File: src/rtl/myo_spi_round_robin.sv
`default_nettype none
// +----------------------------------------------------------------------------+
// | Module  : myo_spi_round_robin                                              |
// | Purpose : Round-robin SPI master for NUM_UNITS muscle units sharing one    |
// |           SCK/MOSI/MISO bus with one-hot active-low selects. Each unit is  |
// |           sent its host setpoint and its returned status word is stored    |
// |           in a readback bank visible through rd_unit/rd_data.              |
// | Ports   : clock, reset (async, active-high)                                |
// |           enable, power_sense_n     - run control                          |
// |           wr_en/wr_unit/wr_data     - setpoint write port                  |
// |           rd_unit/rd_data           - readback port, 1-cycle latency       |
// |           sck/mosi/miso/ss_n_o      - SPI conduit (mode 0, MSB first)      |
// |           busy, round_done          - status                               |
// |           unit_mask                 - only with MYO_SPI_UNIT_MASK_EN        |
// | Options : MYO_SPI_UNIT_MASK_EN adds unit_mask; zero bits skip that unit.   |
// | Revision: 1.0  initial release                                             |
// +----------------------------------------------------------------------------+
module myo_spi_round_robin #(
  parameter int NUM_UNITS = 9,
  parameter int WORD_BITS = 16,
  parameter int CLK_DIV   = 4,
  parameter int GAP_CYC   = 8
) (
  input  logic                                        clock,
  input  logic                                        reset,
  input  logic                                        enable,
  input  logic                                        power_sense_n,
  input  logic                                        wr_en,
  input  logic [$clog2(NUM_UNITS>1?NUM_UNITS:2)-1:0]  wr_unit,
  input  logic [WORD_BITS-1:0]                        wr_data,
  input  logic [$clog2(NUM_UNITS>1?NUM_UNITS:2)-1:0]  rd_unit,
  output logic [WORD_BITS-1:0]                        rd_data,
  output logic                                        sck,
  output logic                                        mosi,
  input  logic                                        miso,
`ifdef MYO_SPI_UNIT_MASK_EN
  input  logic [NUM_UNITS-1:0]                        unit_mask,
`endif
  output logic [NUM_UNITS-1:0]                        ss_n_o,
  output logic                                        busy,
  output logic                                        round_done
);

  localparam int c_IDX_W   = $clog2(NUM_UNITS > 1 ? NUM_UNITS : 2);
  localparam int c_CNT_MAX = (CLK_DIV > GAP_CYC) ? CLK_DIV : GAP_CYC;
  localparam int c_CNT_W   = $clog2(c_CNT_MAX);
  localparam int c_BIT_W   = $clog2(WORD_BITS);

  localparam logic [c_CNT_W-1:0]   c_DIV_LAST = c_CNT_W'(CLK_DIV - 1);
  localparam logic [c_CNT_W-1:0]   c_GAP_LAST = c_CNT_W'(GAP_CYC - 1);
  localparam logic [c_BIT_W-1:0]   c_BIT_LAST = c_BIT_W'(WORD_BITS - 1);
  localparam logic [c_IDX_W:0]     c_NU       = (c_IDX_W + 1)'(NUM_UNITS);
  localparam logic [NUM_UNITS-1:0] c_ONE      = NUM_UNITS'(1);

  typedef enum logic [2:0] {
    S_IDLE  = 3'd0,
    S_SETUP = 3'd1,
    S_SHIFT = 3'd2,
    S_HOLD  = 3'd3,
    S_GAP   = 3'd4
  } state_t;

  state_t               state_q, state_d;
  logic [c_CNT_W-1:0]   cnt_q, cnt_d;
  logic [c_BIT_W-1:0]   bit_q, bit_d;
  logic                 sck_q, sck_d;
  logic [WORD_BITS-1:0] tx_q, tx_d;
  logic [WORD_BITS-1:0] rx_q, rx_d;
  logic [c_IDX_W-1:0]   idx_q, idx_d;
  logic                 done_q, done_d;
  logic                 rb_we;

  logic [WORD_BITS-1:0] setpoint_q [NUM_UNITS];
  logic [WORD_BITS-1:0] readback_q [NUM_UNITS];
  logic [WORD_BITS-1:0] rd_data_q;

  logic [NUM_UNITS-1:0] w_mask;
  logic [c_IDX_W-1:0]   w_after;
  logic [c_IDX_W:0]     w_seek_start;
  logic [c_IDX_W:0]     w_seek_next;
  logic                 w_wrap;
  logic                 w_go;

`ifdef MYO_SPI_UNIT_MASK_EN
  assign w_mask = unit_mask;
`else
  assign w_mask = '1;
`endif

  // First eligible unit at or after 'from' (circular). Returns {found, index}.
  // Scanning downwards lets the nearest hit be the last one written.
  function automatic logic [c_IDX_W:0] f_seek(input logic [c_IDX_W-1:0] from,
                                              input logic [NUM_UNITS-1:0] mask);
    logic [c_IDX_W:0] res;
    int               pos;
    res = '0;
    for (int k = NUM_UNITS - 1; k >= 0; k--) begin
      pos = (int'(from) + k) % NUM_UNITS;
      if (|(mask & (c_ONE << pos))) res = {1'b1, c_IDX_W'(pos)};
    end
    return res;
  endfunction

  assign w_after      = ({1'b0, idx_q} == c_NU - 1'b1) ? '0 : idx_q + 1'b1;
  assign w_seek_start = f_seek(idx_q, w_mask);
  assign w_seek_next  = f_seek(w_after, w_mask);
  // A round completes whenever the search for the next unit passes index 0.
  assign w_wrap       = w_seek_next[c_IDX_W] && (w_seek_next[c_IDX_W-1:0] <= idx_q);
  assign w_go         = enable && !power_sense_n;

  always_comb begin
    state_d = state_q;
    cnt_d   = cnt_q;
    bit_d   = bit_q;
    sck_d   = sck_q;
    tx_d    = tx_q;
    rx_d    = rx_q;
    idx_d   = idx_q;
    done_d  = 1'b0;
    rb_we   = 1'b0;
    case (state_q)
      S_IDLE: begin
        cnt_d = '0;
        sck_d = 1'b0;
        if (w_go && w_seek_start[c_IDX_W]) begin
          state_d = S_SETUP;
          idx_d   = w_seek_start[c_IDX_W-1:0];
          tx_d    = setpoint_q[w_seek_start[c_IDX_W-1:0]];
        end
      end
      S_SETUP: begin
        if (cnt_q == c_DIV_LAST) begin
          // First rising edge: slave has had the whole setup time to drive bit 0.
          state_d = S_SHIFT;
          cnt_d   = '0;
          bit_d   = '0;
          sck_d   = 1'b1;
          rx_d    = {rx_q[WORD_BITS-2:0], miso};
        end else begin
          cnt_d = cnt_q + 1'b1;
        end
      end
      S_SHIFT: begin
        if (cnt_q == c_DIV_LAST) begin
          cnt_d = '0;
          if (sck_q) begin
            sck_d = 1'b0;
            tx_d  = {tx_q[WORD_BITS-2:0], 1'b0};
          end else if (bit_q == c_BIT_LAST) begin
            state_d = S_HOLD;
          end else begin
            sck_d = 1'b1;
            bit_d = bit_q + 1'b1;
            rx_d  = {rx_q[WORD_BITS-2:0], miso};
          end
        end else begin
          cnt_d = cnt_q + 1'b1;
        end
      end
      S_HOLD: begin
        if (cnt_q == c_DIV_LAST) begin
          state_d = S_GAP;
          cnt_d   = '0;
          rb_we   = 1'b1;
        end else begin
          cnt_d = cnt_q + 1'b1;
        end
      end
      S_GAP: begin
        if (cnt_q == c_GAP_LAST) begin
          cnt_d  = '0;
          done_d = w_wrap;
          if (w_seek_next[c_IDX_W]) idx_d = w_seek_next[c_IDX_W-1:0];
          if (w_go && w_seek_next[c_IDX_W]) begin
            state_d = S_SETUP;
            tx_d    = setpoint_q[w_seek_next[c_IDX_W-1:0]];
          end else begin
            state_d = S_IDLE;
          end
        end else begin
          cnt_d = cnt_q + 1'b1;
        end
      end
      default: begin
        state_d = S_IDLE;
        cnt_d   = '0;
        sck_d   = 1'b0;
      end
    endcase
  end

  always_ff @(posedge clock or posedge reset) begin
    if (reset) begin
      state_q <= S_IDLE;
      cnt_q   <= '0;
      bit_q   <= '0;
      sck_q   <= 1'b0;
      tx_q    <= '0;
      rx_q    <= '0;
      idx_q   <= '0;
      done_q  <= 1'b0;
    end else begin
      state_q <= state_d;
      cnt_q   <= cnt_d;
      bit_q   <= bit_d;
      sck_q   <= sck_d;
      tx_q    <= tx_d;
      rx_q    <= rx_d;
      idx_q   <= idx_d;
      done_q  <= done_d;
    end
  end

  // Register banks. A write landing while a unit is mid-transfer only changes
  // the stored setpoint; the transfer already holds its own copy in tx_q.
  always_ff @(posedge clock or posedge reset) begin
    if (reset) begin
      for (int i = 0; i < NUM_UNITS; i++) begin
        setpoint_q[i] <= '0;
        readback_q[i] <= '0;
      end
      rd_data_q <= '0;
    end else begin
      if (wr_en && ({1'b0, wr_unit} < c_NU)) setpoint_q[wr_unit] <= wr_data;
      if (rb_we) readback_q[idx_q] <= rx_q;
      rd_data_q <= ({1'b0, rd_unit} < c_NU) ? readback_q[rd_unit] : '0;
    end
  end

  assign ss_n_o     = (state_q == S_SETUP || state_q == S_SHIFT || state_q == S_HOLD)
                      ? ~(c_ONE << idx_q) : '1;
  assign sck        = sck_q;
  // tx_q drains to zero after the last shift, so mosi idles low between units.
  assign mosi       = tx_q[WORD_BITS-1];
  assign busy       = (state_q != S_IDLE);
  assign round_done = done_q;
  assign rd_data    = rd_data_q;

endmodule
`default_nettype wire

File: config.mk
export PLATFORM = sky130hd
export DESIGN_NAME = myo_spi_round_robin
export DESIGN_NICKNAME = d
export VERILOG_FILES = /design/src/rtl/myo_spi_round_robin.sv
export SDC_FILE = /design/constraint.sdc
export NUM_CORES = 1
export LEC_CHECK = 0
export CORE_UTILIZATION = 25
export CTS_CLUSTER_SIZE = 28
export DETAILED_ROUTE_END_ITERATION = 6
export PLACE_DENSITY = 0.41
export SLEW_MARGIN = 20
export SYNTH_ARGS = -nofsm -noshare
export SYNTH_HDL_FRONTEND = slang
export SYNTH_SLANG_ARGS = --single-unit
File: constraint.sdc
create_clock -name clock -period 17.3 [get_ports clock]
set_input_delay 2.595 -clock clock [delete_from_list [all_inputs] [get_ports clock]]
set_output_delay 2.595 -clock clock [all_outputs]
set_load 0.01 [all_outputs]
==> impl_metrics.ini <==
[detailed_routing]
viasPerCell = 5.329
routed_wl_microns = 85610
drt_iter0_markers = 1516
drc_errors = 0
first_pass_iters = 6
wl_per_cell_microns = 21.71
via_count = 21020
postRouteAntennaNets = 0

[logic_synthesis]
synth.net_count = 2697
syn_avg_cell_area_sq_um = 10.16
synth_cells = 2559
synth_seq_area_share_pct = 33.87
ys_ff_latch = 352
synth_ff_type = dfrtp_1
synth-async-reset-ratio_pct = 100.0
synth_top_area_cell = dfrtp_1
yosys_warnings = 0
netlist.area_leader.share_pct = 33.87
syn-cell-area_sq_mm = 0.02600
synth_edf_count = 0
synth_area_leaders = dfrtp_1, mux2_2, mux2i_1, ha_1, mux4_2
synth_cell_types = 129

[setup_path]
crit_type = flip-flop to flip-flop
critical_path.max_stage_delay_ns = 0.87
slowest_stage = dfrtp_1
end_kind = flip-flop
critPathArrivalTime_ns = 9.79
rrSetupSlack_ns = 7.99
cp_max_fo = 42
crit_required_ns = 17.78
cpMostUsedCell = ha_1
cp-start-kind = flip-flop

[clocking]
cts_tree = done
numCtsBuffers = 39
h-tree-depth = 2
cts_sinks = 352
clkTransAtPathRegs_ns = 0.06
post_cts_buffers = 0
cts-resized-gates = 0
cts.path.max_buffers = 3
clock_latency_ns = 0.57
clockRootBuffer = clkbuf_16
ctsHoldBuffers = 0

[finish]
area_growth_pct = 12.67
num_antenna_cells = 0
n_fill_cell = 10740
multi_input_area_sq_mm = 0.01627
drive_gt1_share_pct = 23.84
regArea_sq_mm = 0.008810
nNetsFinal = 2685

[placement]
globalplace.congestion = 0.8597
post-dp-hpwl_microns = 55400
placement.io_buffers = 58

[timing]
min_period_over_period_pct = 53.82
post-route-min-period_ns = 9.311
max_slew_margin_pct = 22.86
fmax_mhz = 107.4
finalSetupTns_ns = 0
setup_viol = 0
slew_viol_final = 0
worstMarginPinSlew_ns = 1.154
hold_violations = 0
rsz0062_at_grt = false
skew_ns = 0.03200

[floorplanning]
die_area_sq_mm = 0.1053
die_height_microns = 324.5
io_pins = 59
rows = 117
die_x_microns = 324.5
fp.coreArea_sq_mm = 0.1025
start_util_pct = 25.38

[global_route]
grt_overflow = 0
antenna_found_initial = 1
grt_max_degree = 162
grt_pass1_vias = 21270
grt_usage_pct = 15.87
grt_first_pass_wirelength_microns = 132200

[run]
maxCapViolations = 0

[min_path]
hold_class = flip-flop to flip-flop

[outcome]
status = complete, no violations
-- synthesized netlist by cell type (21+ instances only) --
cell type / count
a31oi_1: 38
o22ai_1: 49
clkbuf_1: 91
o31ai_1: 24
a21oi_1: 101
a21o_1: 21
nand2_1: 174
nor3b_1: 23
nand2b_1: 35
nor3_1: 43
ha_1: 108
o21ai_0: 107
inv_1: 51
mux4_2: 33
mux2i_1: 141
mux2_2: 352
nor2b_1: 25
and2_1: 24
dfrtp_1: 352
nor2_1: 122
nand3_1: 67
buf_2: 37
xnor2_1: 33
a211oi_1: 26
a221oi_1: 22
-- critical path: cells and delay by family, from the launching register on --
family / cells / cell delay [ns]
buffers and inverters: 6 / 2.34
xor gates and xnor gates: 2 / 0.69
and+or+nand+nor: 7 / 1.47
DFF: 1 / 0.87
adders and majority gates: 4 / 1.61
AOI/OAI and AO/OA: 10 / 2.22
-- sequential cells by signal, summed over array words and instances (netlist names) --
register,flops
round_done,1
idx_q,4
tx_q,16
readback_q,144
setpoint_q,144
rx_q,16
rd_data,16
cnt_q,3
state_q,3
bit_q,4
sck,1
-- stage by stage --
stage | hold slack (ns) | cell area (sq um) | setup slack [ns] | utilization [%] | std cells
floorplan | 0.4099 | 26000 | 4.941 | - | 2559
global placement | 0.4252 | 28020 | 8.423 | 27.35 | 3874
detailed placement | 0.4330 | 28020 | 8.248 | 27.35 | 3874
CTS | 0.4410 | 29300 | 8.165 | 28.59 | 3944
global route | 0.4583 | 29300 | 7.232 | 28.59 | 3944
finish | 0.4421 | 29300 | 7.989 | 28.59 | 3944
-- worst paths after layout --
check,start,end,depth (start not counted)
max in group asynchronous,reset,setpoint_q[83],4
max reg2reg,idx_q[1],round_done,29
max,idx_q[1],round_done,29
min reg2reg,cnt_q[0],cnt_q[0],1
min in group asynchronous,reset,rd_data[1],2
min,cnt_q[0],cnt_q[0],1
-- final cells by class --
cell class                 count  share of cell area [%]
timing repair buffer         107                   3.245
multi-input combinational   1978                   55.52
inverter                      69                  0.9608
tap                         1368                   5.842
clock inverter                10                  0.3502
sequential                   352                   30.07
clock buffer                  60                   4.014
-- placed cells by master (no fill, tap or decap), types with 33 or more instances in the layout --
cell             instances
mux4_2                  33
nand2b_1                35
mux2i_1                141
dfrtp_1                351
nor2_1                 116
buf_4                   48
ha_1                   108
a31oi_1                 38
nand3_1                 67
inv_1                   50
clkbuf_16               40
o21ai_0                107
nand2_1                174
a21oi_1                100
xnor2_1                 33
mux2_2                 352
o22ai_1                 49
clkdlybuf4s50_1         56
nor3_1                  43
-- cell families (layout without fill, tap and decap cells) --
group           count (synthesis)  after routing  share of synthesized area, %
simple gates                  651            651                         13.24
xor+xnor                       42             42                         1.689
flops                         352            352                         33.87
fa+ha+maj                     108            108                         5.196
compound gates                648            648                         18.26
buf+inv                       229            246                         4.046
mux                           529            529                         23.70
-- metal layers --
metal / global-route usage, % / part of all wire [%]
met1: 22.00 / 47
met2: 26.36 / 47
met3: 1.746 / 4.0
met4: 3.599 / 1.6
met5: 0 / 0.011
Power is left out: the tool's default activity adds up to more than one toggle a clock period on the data nets, which glitch-free logic cannot reach.
==> RTL change 1, RTL diff (same flow settings) <==
Set the parameter `CLK_DIV` to 8 (it was 4).
--- a/src/rtl/myo_spi_round_robin.sv
+++ b/src/rtl/myo_spi_round_robin.sv
@@ -20,3 +20,3 @@
   parameter int WORD_BITS = 16,
-  parameter int CLK_DIV   = 4,
+  parameter int CLK_DIV   = 8,
   parameter int GAP_CYC   = 8
Function: not settled (the Yosys comparison gave no result); the edit may change what the design does.
==> RTL change 1 against the unedited design <==
Non-clock buffer count increased by 16. First-iteration DRC count up 4.3%. Cell area increased by 2.2%. Utilization shrank 0.22 points. Worst hold slack improved by 0.0058 ns. Count of clock-buffer cells in the layout unchanged. Worst setup slack lost 0.80 ns. Routed wire length is 9.6% higher. Maximum frequency is 7.9% lower. Sequential cell count did not move. Area after synthesis increased by 2.7%.
==> RTL change 1: results (changes against the unedited design) <==
The placer's final routability congestion estimate is 0.859 (was 0.860), and the post-place setup slack is 7.36 ns (was 8.25 ns). The relative max-transition margin came out at 23.2% (was 22.9%). The maximum single-stage delay on the critical path was 0.83 ns (was 0.87 ns). The slowest cell on the critical path is sky130_fd_sc_hd__ha_1 (was sky130_fd_sc_hd__dfrtp_1). The fraction of the yosys area taken by sequential cells is 33.0% (was 33.9%), and the routed via count divided by cell count is 5.49 (was 5.33).

The total CTS buffers was 38 (was 39). The maximum fanout along the worst path was 37 (was 42). The synthesized instance count is 2759 (was 2559), and the mux cell area share after synthesis is 19.2% (was 23.7%). The adder-cell share of the synthesized area is 5.00% (was 5.20%). The flow ran to the end, and the final reports show no timing, DRC or antenna violations. The tools report the pin count of the biggest net entering global routing as 172 (was 162). The filler-free cell count of the finished design is 4144 (was 3944).

The run gives 1581 (was 1516) as the iteration-0 DRC count of the detailed router. The wire length of the first global-routing pass came out at 143000 microns (was 132000 microns). The logs give 61500 microns (was 55400 microns) for the HPWL after detailed placement and 16.9% (was 15.9%) for the total routing usage reported by global routing.

Worst-case clock skew: 0.0201 ns (was 0.0320 ns). The layout cell share with drive strength beyond 1 was 22.2% (was 23.8%); the data arrival time of the critical path was 10.55 ns (was 9.79 ns). The logs give 0 (unchanged) for the antenna violation net count after detailed routing and 0 (was 1) for the number of antenna violations at the first check in global routing. The xor/xnor cell area share of the yosys netlist came out at 1.71% (was 1.69%).

The total power of the final layout is 3.24 mW. The mean routed wirelength per cell came out at 22.6 microns (was 21.7 microns). Top cells by area in the synthesized netlist: sky130_fd_sc_hd__dfrtp_1 33%, sky130_fd_sc_hd__mux2_2 13%, sky130_fd_sc_hd__ha_1 5.0% (was sky130_fd_sc_hd__dfrtp_1 34%, sky130_fd_sc_hd__mux2_2 15%, sky130_fd_sc_hd__mux2i_1 5.4%).
RTL change 1: cell types whose count changed in the layout (fill, tap and decap cells not counted), sizes merged, moves of 15 or more:
cell / before / now
a21oi: 109 / 139
a221oi: 24 / 7
a32oi: 8 / 26
buf: 50 / 66
inv: 66 / 104
mux2: 355 / 305
mux2i: 141 / 63
nor2: 123 / 138
nor2b: 25 / 40
nor3: 47 / 94
o21ai: 118 / 138
o221ai: 9 / 28
RTL change 1: cells by family after synthesis:
| group | count (synthesis) |
|---|---|
| xor+xnor | 45 |
| flops | 352 |
| simple gates | 747 |
| mux | 415 |
| buf+inv | 303 |
| compound gates | 790 |
| fa+ha+maj | 107 |
RTL change 1: final cells by class:
type | count | area, sq um
multi-input cells | 2104 | 16700
clock inverters | 9 | 66.3
clock buffers | 60 | 1150
fillers | 10900 | 75600
inverters | 104 | 400
well taps | 1391 | 1740
flip-flops and latches | 352 | 8810
diodes | 1 | 2.50
repair buffers | 123 | 1080
RTL change 1: worst paths after layout:
check / from / end / slack, ns / depth (start not counted)
min in group asynchronous: reset / setpoint_q[52] / 2.62 / 2
worst max register to register: idx_q[0] / round_done / 7.19 / 31
max in group asynchronous: reset / readback_q[53] / 12.64 / 4
worst min-delay path: cnt_q[0] / cnt_q[0] / 0.45 / 1
worst min register to register: cnt_q[0] / cnt_q[0] / 0.45 / 1
worst max-delay path: idx_q[0] / round_done / 7.19 / 31
RTL change 1: metal layers:
| layer | share of wire [%] | up-vias | routed length [microns] | global-route usage [%] |
|---|---|---|---|---|
| li1 | - | 10400 | - | - |
| met3 | 3.9 | 135 | 3700 | 1.48 |
| met2 | 49 | 615 | 45600 | 29.0 |
| met1 | 45 | 11500 | 42300 | 22.6 |
| met5 | 0 | - | 0 | 0 |
| met4 | 2.3 | 0 | 2200 | 4.71 |
==> RTL change 2, RTL diff (same settings) <==
Without the edit above. Take the reset off `tx_q` and `rx_q` and load them in a clocked block of their own.
--- a/src/rtl/myo_spi_round_robin.sv
+++ b/src/rtl/myo_spi_round_robin.sv
@@ -197,4 +197,2 @@
       sck_q   <= 1'b0;
-      tx_q    <= '0;
-      rx_q    <= '0;
       idx_q   <= '0;
@@ -206,4 +204,2 @@
       sck_q   <= sck_d;
-      tx_q    <= tx_d;
-      rx_q    <= rx_d;
       idx_q   <= idx_d;
@@ -211,2 +207,7 @@
     end
+  end
+
+  always_ff @(posedge clock) begin
+    tx_q <= tx_d;
+    rx_q <= rx_d;
   end
Check against the original RTL: not settled (the Yosys comparison gave no result); the edit may change what the design does.
==> RTL change 2 against the unedited design <==
Critical path depth is 2 lower. Cell area is 0.21% higher. Worst setup slack better by 0.035 ns. First-iteration DRC count is 25% higher. Utilization is 0.22 points lower. Non-clock buffer count is 6 higher. Routed wire length is 0.41% higher. Area after synthesis is 0.26% higher. Cell count is 0.51% higher. Sequential cell count stayed put. Critical path type unchanged.
Power is not shown: default switching activity piles up to over one toggle a cycle in this logic, so the estimate is an artifact.
==> RTL change 2: results (changes against the unedited design) <==
The run finished with clean final reports. HPWL after detailed placement: 57000 microns (was 55400 microns). The number of global-route vias before repair was 21600 (was 21300).

Maximum single-stage delay on the critical path: 0.76 ns (was 0.87 ns). The path depth of the worst reg2reg path works out to 27 (was 29). The aggregate routed wire length is 86000 microns (was 85600 microns), and the maximum fanout along the worst path is 54 (was 42). The number of distinct standard cells referenced by the synthesized netlist was 124 (was 129). Top cells by area in the synthesized netlist: sky130_fd_sc_hd__dfrtp_1 31%, sky130_fd_sc_hd__mux2_2 13%, sky130_fd_sc_hd__mux4_2 5.4% (was sky130_fd_sc_hd__dfrtp_1 34%, sky130_fd_sc_hd__mux2_2 15%, sky130_fd_sc_hd__mux2i_1 5.4%).

The xor/xnor cell area share of the yosys netlist was 1.51% (was 1.69%). The slew at the pin closest to its max-slew limit came out at 0.999 ns (was 1.15 ns). The post-route worst hold slack is 0.437 ns (was 0.442 ns), and the layout cell share with drive strength beyond 1 is 22.8% (was 23.8%). The filler-free cell count of the finished design was 3964 (was 3944); the data arrival time of the critical path was 9.56 ns (was 9.79 ns). Top cells by count, synth: 320 x sky130_fd_sc_hd__dfrtp_1, 303 x sky130_fd_sc_hd__mux2_2, 205 x sky130_fd_sc_hd__nand2_1 (was 352 x sky130_fd_sc_hd__dfrtp_1, 352 x sky130_fd_sc_hd__mux2_2, 174 x sky130_fd_sc_hd__nand2_1).

For the total routing usage reported by global routing, the log shows 15.9% (about the same). Mux cell area share after synthesis: 22.3% (was 23.7%). Cell family contributing the most delay on the critical path: compound AO/OA/AOI/OAI gates (was buffers and inverters). The count of vias placed by the detailed router was 21500 (was 21000). Latest clock arrival within the worst-skew pair: 0.55 ns (was 0.57 ns). The wire length of the first global-routing pass was 133000 microns (was 132000 microns).

The tools report the number of cells in the design after placement as 3898 (was 3874). The run gives 21.9% (was 22.0%) as the routing usage on met1. The adder-cell share of the synthesized area came out at 5.18% (was 5.20%). The reg2reg setup slack was 8.02 ns (was 7.99 ns). The count of flip-flops with a built-in enable after synthesis came out at 32 (was 0).

For the met3 wire length, the log shows 3660 microns (was 3390 microns). The number of antenna violations at the first check in global routing was 2 (was 1); the met1 wire length was 40100 microns (was 40500 microns). The clock period minus worst slack works out to 9.28 ns (was 9.31 ns).

The proportion of synthesized flip-flops having asynchronous set or reset is 90.9% (was 100%). The slowest cell on the critical path was sky130_fd_sc_hd__ha_1 (was sky130_fd_sc_hd__dfrtp_1). The run gives 28100 sq um (was 28000 sq um) as the cell area after placement.
-- RTL change 2: cell types whose count changed in the layout (fill, tap and decap cells not counted), sizes merged, moves of 30 or more --
cell	delta
dfrtp	-32
edfxtp	+32
mux2	-51
mux2i	-46
mux4	+30
nand2	+30
o21ai	+30
-- RTL change 2: final cells by class --
type | count | area [sq um]
tap | 1380 | 1730
clock buffer | 51 | 1070
timing repair buffer | 113 | 992
multi-input combinational | 1984 | 16200
clock inverter | 15 | 161
fill | 10700 | 74100
sequential | 352 | 8970
inverter | 69 | 279
-- RTL change 2: cells by family (layout without fill, tap and decap cells) --
| family | after synthesis | after routing |
|---|---|---|
| AOI/OAI and AO/OA | 704 | 704 |
| xor gates and xnor gates | 38 | 38 |
| adders and majority gates | 108 | 108 |
| buffers and inverters | 218 | 248 |
| DFF | 352 | 352 |
| muxes | 462 | 462 |
| and+or+nand+nor | 672 | 672 |
